--- config.mk ---
export PLATFORM = sky130hd
export DESIGN_NAME = shift_reg_mux_unit
export DESIGN_NICKNAME = d
export VERILOG_FILES = /design/src/rtl/shift_pkg.sv /design/src/rtl/mux_param_n.sv /design/src/rtl/shift_reg_mux_unit.sv
export SDC_FILE = /design/constraint.sdc
export NUM_CORES = 1
export LEC_CHECK = 0
export ABC_AREA = 1
export BUFFER_PORTS_ARGS = -buffer_cell sky130_fd_sc_hd__buf_2
export CORE_MARGIN = 1.5
export CORE_UTILIZATION = 51
export DETAILED_ROUTE_END_ITERATION = 6
export PLACE_DENSITY = 0.95
export SYNTH_ARGS = -nofsm -noshare
export SYNTH_HDL_FRONTEND = slang
export SYNTH_SLANG_ARGS = --single-unit
--- constraint.sdc ---
create_clock -name clk -period 1.9 [get_ports clk]
set_input_delay 0.38 -clock clk [delete_from_list [all_inputs] [get_ports clk]]
set_output_delay 0.38 -clock clk [all_outputs]
set_load 0.01 [all_outputs]
--- src/rtl/shift_pkg.sv ---
// Shared op encodings, FSM states and op classification for the shift-register unit.
// SHIFT_ROTATE_EN makes ROL/ROR legal shift ops; without it they are treated as illegal.
package shift_pkg;

  typedef enum logic [2:0] {
    OpLoad = 3'b000,
    OpSll  = 3'b001,
    OpSrl  = 3'b010,
    OpSra  = 3'b011,
    OpRol  = 3'b100,
    OpRor  = 3'b101
  } op_e;

  typedef enum logic [1:0] {
    StIdle,
    StShift,
    StDone
  } state_e;

  function automatic logic op_is_shift(input logic [2:0] op);
    logic res;
    res = 1'b0;
    case (op)
      OpSll, OpSrl, OpSra: res = 1'b1;
`ifdef SHIFT_ROTATE_EN
      OpRol, OpRor:        res = 1'b1;
`endif
      default:             res = 1'b0;
    endcase
    return res;
  endfunction

  function automatic logic op_is_legal(input logic [2:0] op);
    return (op == OpLoad) || op_is_shift(op);
  endfunction

endpackage

--- src/rtl/mux_param_n.sv ---
// Combinational N:1 selector over a packed source bus; out-of-range select gives 0 and invalid=1.
module mux_param_n #(
  parameter int unsigned WIDTH   = 32,
  parameter int unsigned NUM_SRC = 3,
  parameter int unsigned SEL_W   = $clog2(NUM_SRC)
) (
  input  logic [SEL_W-1:0]         sel,
  input  logic [NUM_SRC*WIDTH-1:0] src_in,
  output logic [WIDTH-1:0]         out,
  output logic                     invalid
);

  always_comb begin
    out     = '0;
    invalid = 1'b1;
    for (int unsigned k = 0; k < NUM_SRC; k++) begin
      if (sel == SEL_W'(k)) begin
        out     = src_in[k*WIDTH +: WIDTH];
        invalid = 1'b0;
      end
    end
  end

endmodule

--- src/rtl/shift_reg_mux_unit.sv ---
// Source-selecting iterative shift register: latch one of NUM_SRC operands, shift 1 bit/cycle.
// Define SHIFT_ROTATE_EN to enable ROL/ROR; otherwise those encodings load only and flag err.
module shift_reg_mux_unit
  import shift_pkg::*;
#(
  parameter int unsigned WIDTH   = 32,
  parameter int unsigned NUM_SRC = 3,
  parameter int unsigned SHAMT_W = 5
) (
  input  logic                       clk,
  input  logic                       reset,
  input  logic                       start,
  input  logic [2:0]                 op,
  input  logic [$clog2(NUM_SRC)-1:0] src_sel,
  input  logic [NUM_SRC*WIDTH-1:0]   src_in,
  input  logic [SHAMT_W-1:0]         shamt,
  output logic                       busy,
  output logic                       done,
  output logic [WIDTH-1:0]           result,
  output logic                       err
);

  localparam int unsigned SelW = $clog2(NUM_SRC);

  state_e             state_q, state_d;
  logic [WIDTH-1:0]   acc_q, acc_d;
  logic [SHAMT_W-1:0] count_q, count_d;
  logic [2:0]         op_q, op_d;
  logic               err_q, err_d;

  logic [WIDTH-1:0]   sel_val;
  logic               sel_invalid;
  logic [WIDTH-1:0]   shift_val;

  mux_param_n #(
    .WIDTH   (WIDTH),
    .NUM_SRC (NUM_SRC),
    .SEL_W   (SelW)
  ) u_mux (
    .sel     (src_sel),
    .src_in  (src_in),
    .out     (sel_val),
    .invalid (sel_invalid)
  );

  // SRA keeps acc MSB each step, so the sign latched at accept persists.
  always_comb begin
    shift_val = acc_q;
    case (op_q)
      OpSll:   shift_val = {acc_q[WIDTH-2:0], 1'b0};
      OpSrl:   shift_val = {1'b0, acc_q[WIDTH-1:1]};
      OpSra:   shift_val = {acc_q[WIDTH-1], acc_q[WIDTH-1:1]};
`ifdef SHIFT_ROTATE_EN
      OpRol:   shift_val = {acc_q[WIDTH-2:0], acc_q[WIDTH-1]};
      OpRor:   shift_val = {acc_q[0], acc_q[WIDTH-1:1]};
`endif
      default: shift_val = acc_q;
    endcase
  end

  always_comb begin
    state_d = state_q;
    acc_d   = acc_q;
    count_d = count_q;
    op_d    = op_q;
    err_d   = err_q;
    unique case (state_q)
      StIdle: begin
        if (start) begin
          acc_d   = sel_val;
          op_d    = op;
          count_d = shamt;
          err_d   = sel_invalid | ~op_is_legal(op);
          state_d = (op_is_shift(op) && (shamt != '0)) ? StShift : StDone;
        end
      end
      StShift: begin
        acc_d   = shift_val;
        count_d = count_q - SHAMT_W'(1);
        if (count_q == SHAMT_W'(1)) begin
          state_d = StDone;
        end
      end
      StDone: begin
        state_d = StIdle;
      end
      default: begin
        state_d = StIdle;
      end
    endcase
  end

  always_ff @(posedge clk) begin
    if (reset) begin
      state_q <= StIdle;
      acc_q   <= '0;
      count_q <= '0;
      op_q    <= OpLoad;
      err_q   <= 1'b0;
    end else begin
      state_q <= state_d;
      acc_q   <= acc_d;
      count_q <= count_d;
      op_q    <= op_d;
      err_q   <= err_d;
    end
  end

  assign busy   = (state_q != StIdle);
  assign done   = (state_q == StDone);
  assign result = acc_q;
  assign err    = err_q;

endmodule

## Word-level counts from Yosys, hierarchy flattened

Index checks and enable logic that the tools add are counted.

- Register bits after elaboration: 43

- Add/subtract/negate cells: 1
- Equal/unequal tests: 16
- Mux-type cells: 18
- Bitwise operators: 2
- Reduce and logical (&&, ||, !) cells: 14

Operators with widths:

| kind | count |
|---|---|
| $mux 32 | 4 |
| $pmux 32 s3 | 1 |
| $pmux 32 s2 | 1 |
| $eq 3x2->1 const B | 4 |
| $pmux 5 s2 | 1 |
| $eq 3x1->1 const B | 2 |
| $mux 1 | 6 |
| $mux 2 | 3 |
| $ne 2x2->1 const B | 3 |
| $reduce_and 2->1 | 3 |
| $eq 5x1->1 const B | 1 |
| $mux 5 | 1 |
| $reduce_bool 5->1 | 1 |
| $sub 5x1->5 const B | 1 |
| $eq 2x1->1 const B | 2 |
| $eq 2x2->1 const B | 2 |
| $logic_not 2->1 | 2 |
| $ne 4x1->1 const B | 1 |
| $pmux 2 s2 | 1 |
| $reduce_and 4->1 | 1 |
| $reduce_bool 2->1 | 2 |
| $logic_not 3->1 | 1 |
| $ne 3x1->1 const B | 1 |
| $reduce_and 3->1 | 1 |
| 5 further kinds | 5 |

## Depth between registers and ports, before layout

- Word-level depth: 9
- Mapped depth: 9

## Cells and area by module

From an unflattened synthesis, not the netlist that was laid out.

- Cells, all modules: 590
- Area, all modules: 3313.2 um^2

By module, submodules not included:

| module | instances | cells each | area each (um^2) |
|---|---|---|---|
| shift_reg_mux_unit | 1 | 440 | 2523.7 |
| mux_param_n | 1 | 150 | 789.5 |

## Worst setup path before layout

Ideal clock, no wire load.

- Kind: reg-to-reg
- Start point: reg op_q[2]
- End point: reg acc_q[12] (netlist: result[12])
- Library setup time: 0.112 ns
- Arrival time: 1.125 ns
- Path slack: 0.664 ns
- Cell stages (with the launch flop): 9
- Buffers on the path: 1
- Clock period less this slack: 1.236 ns
- Cell sequence: dfxtp_1 inv_1 nand2_1 clkbuf_1 a21oi_1 o21ai_0 nand2_1 nor2_1 nor2_1

- Word-level cells in the longest chain between the ends: 3
- Elaborated cells on any way between the ends: 7

Ends and longest elaborated chain:

| item | line | text |
|---|---|---|
| from (decl) | shift_reg_mux_unit.sv:28 | `logic [2:0] op_q, op_d;` |
| from (signal assigned) | shift_reg_mux_unit.sv:98 | `op_q <= OpLoad;` |
| from (signal assigned) | shift_reg_mux_unit.sv:104 | `op_q <= op_d;` |
| $eq 3x2->1 / $eq 3x1->1 (equally long branches) | shift_reg_mux_unit.sv:49 | `case (op_q)` |
| $pmux 32 s3 / $ne 4x1->1 (equally long branches) | n/a |  |
| $pmux 32 s2 / $reduce_and 3->1 (equally long branches) | n/a |  |
| to (signal assigned) | shift_reg_mux_unit.sv:96 | `acc_q <= '0;` |
| to (signal assigned) | shift_reg_mux_unit.sv:102 | `acc_q <= acc_d;` |
| to (decl) | shift_reg_mux_unit.sv:26 | `logic [WIDTH-1:0] acc_q, acc_d;` |

Several ways; a longest one is shown, not always the timed one.
A chain may end at the register's enable or synchronous reset.

## Final worst setup path

- Start point: reg state_q[0]
- End point: reg acc_q[12] (netlist: result[12])

- Word-level cells in the longest chain between the ends: 3
- Elaborated cells on any way between the ends: 7

Ends and longest elaborated chain:

| item | line | text |
|---|---|---|
| from (decl) | shift_reg_mux_unit.sv:25 | `state_e state_q, state_d;` |
| from (signal assigned) | shift_reg_mux_unit.sv:95 | `state_q <= StIdle;` |
| from (signal assigned) | shift_reg_mux_unit.sv:101 | `state_q <= state_d;` |
| $eq 2x1->1 / $logic_not 2->1 (equally long branches) | shift_reg_mux_unit.sv:67 | `unique case (state_q)` |
| $ne 4x1->1 (no source line), or another cell as far along | n/a |  |
| $reduce_and 3->1 (no source line) | n/a |  |

Several ways; a longest one is shown, not always the timed one.

==> flow_metrics.tcl <==
set metrics [dict create \
    total_power_per_unit_cell_area_mw_per_mm2 694 \
    fmax_mhz 619 \
    final_cell_mix "nand2_1, buf_2, nor2_1" \
    core.rowCount 28 \
    floorplan.die.width_um 81.6 \
    first_global_vias 3527 \
    vias_cell 5.12 \
    finalWorstPathRequiredPeriod_ns 1.62 \
    max_slew_margin 0.756 \
    ordered_list_of_cells_on_the_worst_path "inv_2 -> nor2_4 -> nand3_1 -> nand2_2 -> buf_12 -> nand2_1 -> nand2_1 -> nor2_1" \
    leakage_nw 2.23 \
    antenna-diode-count 0 \
    worstMarginPinSlew_ns 0.365 \
    rsz0062_at_grt "no" \
    largest_incremental_delay_on_the_critical_path_ns 0.39 \
    critPathLaunchType "register" \
    setup.worst_path.end_class "register" \
    cts.root.buffer_cell "clkbuf_8" \
    criticalPathCategory "reg2reg" \
    route.detailed.drc 0 \
    postSynthAreaPerCell_um2 5.48 \
    cts-root-to-sink-buffers 2 \
    detail_route.wirelength_um 9120 \
    height_of_the_chip_um 81.6 \
    report.final.hold_viol_count 0 \
    yosys-mux-area-fraction 0 \
    stdcell_area_mm2 0.00397 \
    grt_pass1_wl_um 14400 \
    num-nets-final 814 \
    placed_cell_area_mm2 0.00388 \
    stdcell_count 778 \
    timing.final.max_slew_violations 0 \
    post_cts_clock_slew_at_the_launch_and_capture_registers_of_the_worst_setup_and_hold_paths_ns 0.08 \
    place.detailed.instances 771 \
    cts-buffers-inserted 5 \
    clock_insertion_delay_worst_skew_ns 0.30 \
    cts-hold-fix-buffers 0 \
    worstHoldPathType "in2reg" \
    syn_area_mm2 0.00315 \
    final_layout_size_suffix_gt1_frac 0.249 \
    ys_seq_area_frac 0.273 \
    synthXorXnorAreaFrac 0 \
    final_antenna_net_count 0 \
    antenna_found_initial 0 \
    layout.cells.most_common "nand2_1" \
    run_status "finished clean" \
    ir_worst_vdd_mv 0.397 \
    drt_iter0_markers 183 \
    dpl.hpwl_um 6630 \
    critPathMaxFanout 51 \
    hold_path_stages 2 \
    crit_slowest_cell "dfxtp_1" \
    synth-warning-count 0 \
    finalSetupViolations 0 \
    drt-wirelength-per-cell_um 11.7 \
    htree_levels 2 \
    area_growth_pct 26.1 \
    gpl_wtd_cong 0.826 \
    area_of_the_die_mm2 0.00666 \
    design.core.area_mm2 0.00596 \
    initial_utilization 0.529 \
    fin_crit_sh 0.850 \
    cts_repair_resize_count 0 \
    count_of_buffers_from_port_buffering 143 \
    post_cts_setup_bufs 0 \
    synth_simple_gate_area_frac 0.465 \
    grt_start_max_net_pins 52 \
    synthDistinctLibCells 25 \
    cts_num_sinks 43 \
    netlist.top_cell.by_area "nand2_1" \
    main_combinational_cell_family_by_area_after_synthesis "simple AND/OR/NAND/NOR gates" \
    grt_remaining_overflow 0 \
    maximum_capacitance_violations 0 \
    final.setup_skew_ns 0.00923 \
    fin_tns_setup_ns 0 \
    grt_util_all_layers 0.272 \
    dr_total_vias 3981 \
    critical_path_required_time_ns 2.09 \
    synth-compound-area-share 0.137 \
    netlist_instances 575 \
    synth_fa_ha_area_frac 0.00794 \
    post-synth-top-area-fraction 0.290 \
    tritoncts "built" \
    synth_top_cells_by_area "nand2_1, dfxtp_1, nor2_1" \
    drt_first_pass_iters 5 \
    critical_path_arrival_ns 1.81 \
    final_core_util 0.667 \
    synth.net_count 686 \
    postSynthRegisterBits 43 \
    pin_count 144 \
    timing.critical_path.mode_cell "nand2_1" \
    ff2ff_path_depth 8 \
]
==> cell usage after synthesis <==
master,instances
or2_2,1
inv_2,5
o21ai_1,5
clkbuf_1,6
nand3_1,42
o21ai_0,36
nand2_2,2
o211ai_1,1
nor2_2,2
buf_1,2
nand3b_1,1
nand4_1,1
ha_1,2
buf_6,3
inv_1,45
buf_4,5
nand3_4,1
and3_1,1
a31oi_1,2
buf_2,16
nor2_1,67
dfxtp_1,43
a21oi_1,41
nor2_4,2
nand2_1,243
==> worst paths after layout <==
| check | startpoint | to | slack, ns |
|---|---|---|---|
| hold / removal | reset | count_q[3] | 0.33 |
| hold reg to reg | op_q[0] | op_q[0] | 0.48 |
| setup / recovery | state_q[0] | result[12] | 0.28 |
| setup reg to reg | state_q[0] | result[12] | 0.28 |
==> power breakdown <==
group / internal, W / switching (W) / leakage, nW
clock network: 0.000286 / 0.000321 / 0.0470
registers: 0.00102 / 0.0000937 / 0.356
logic: 0.000403 / 0.000628 / 1.83
==> per-stage QoR <==
step	power (W)	hold WS, ns	worst slack [ns]
global placement	0.00212	0.461	0.420
global route	0.00295	0.329	0.155
floorplan	0.00180	0.443	0.664
CTS	0.00276	0.318	0.310
detailed placement	0.00216	0.467	0.325
finish	0.00276	0.328	0.284
==> sequential cells by signal, indices dropped and copies added, names as in the netlist <==
register and count:
result 32, op_q 3, state_q 2, err 1
count_q 5
==> cells by family (layout without fill, tap and decap cells) <==
| family | Yosys count | after routing |
|---|---|---|
| flip-flops | 43 | 43 |
| AND/OR/NAND/NOR | 363 | 363 |
| AO/OA/AOI/OAI | 85 | 85 |
| adder cells (fa/ha/maj) | 2 | 2 |
| buffers and inverters | 82 | 210 |
==> per-layer routing <==
layer	vias to the layer above	wire [um]	global-route usage
li1	2041	-	-
met1	1751	3750	0.300
met2	171	4470	0.512
met3	18	771	0.0611
met4	0	128	0.0831
met5	-	0	0
==> area by class of cell <==
type	count	area, um^2
Fill cell	571	1980
Tap cell	75	93.8
Inverter	50	188
Sequential cell	43	861
Clock buffer	6	82.6
Multi-Input combinational cell	450	1930
Timing Repair Buffer	153	816
Clock inverter	1	5.00
==> worst max-delay path: cells and delay by family (launching register included) <==
family	cells	cell delay [ns]
buffers and inverters	2	0.36
DFF	1	0.39
and+or+nand+nor	6	0.75
No activity file was read; power rests on OpenSTA's default activity.
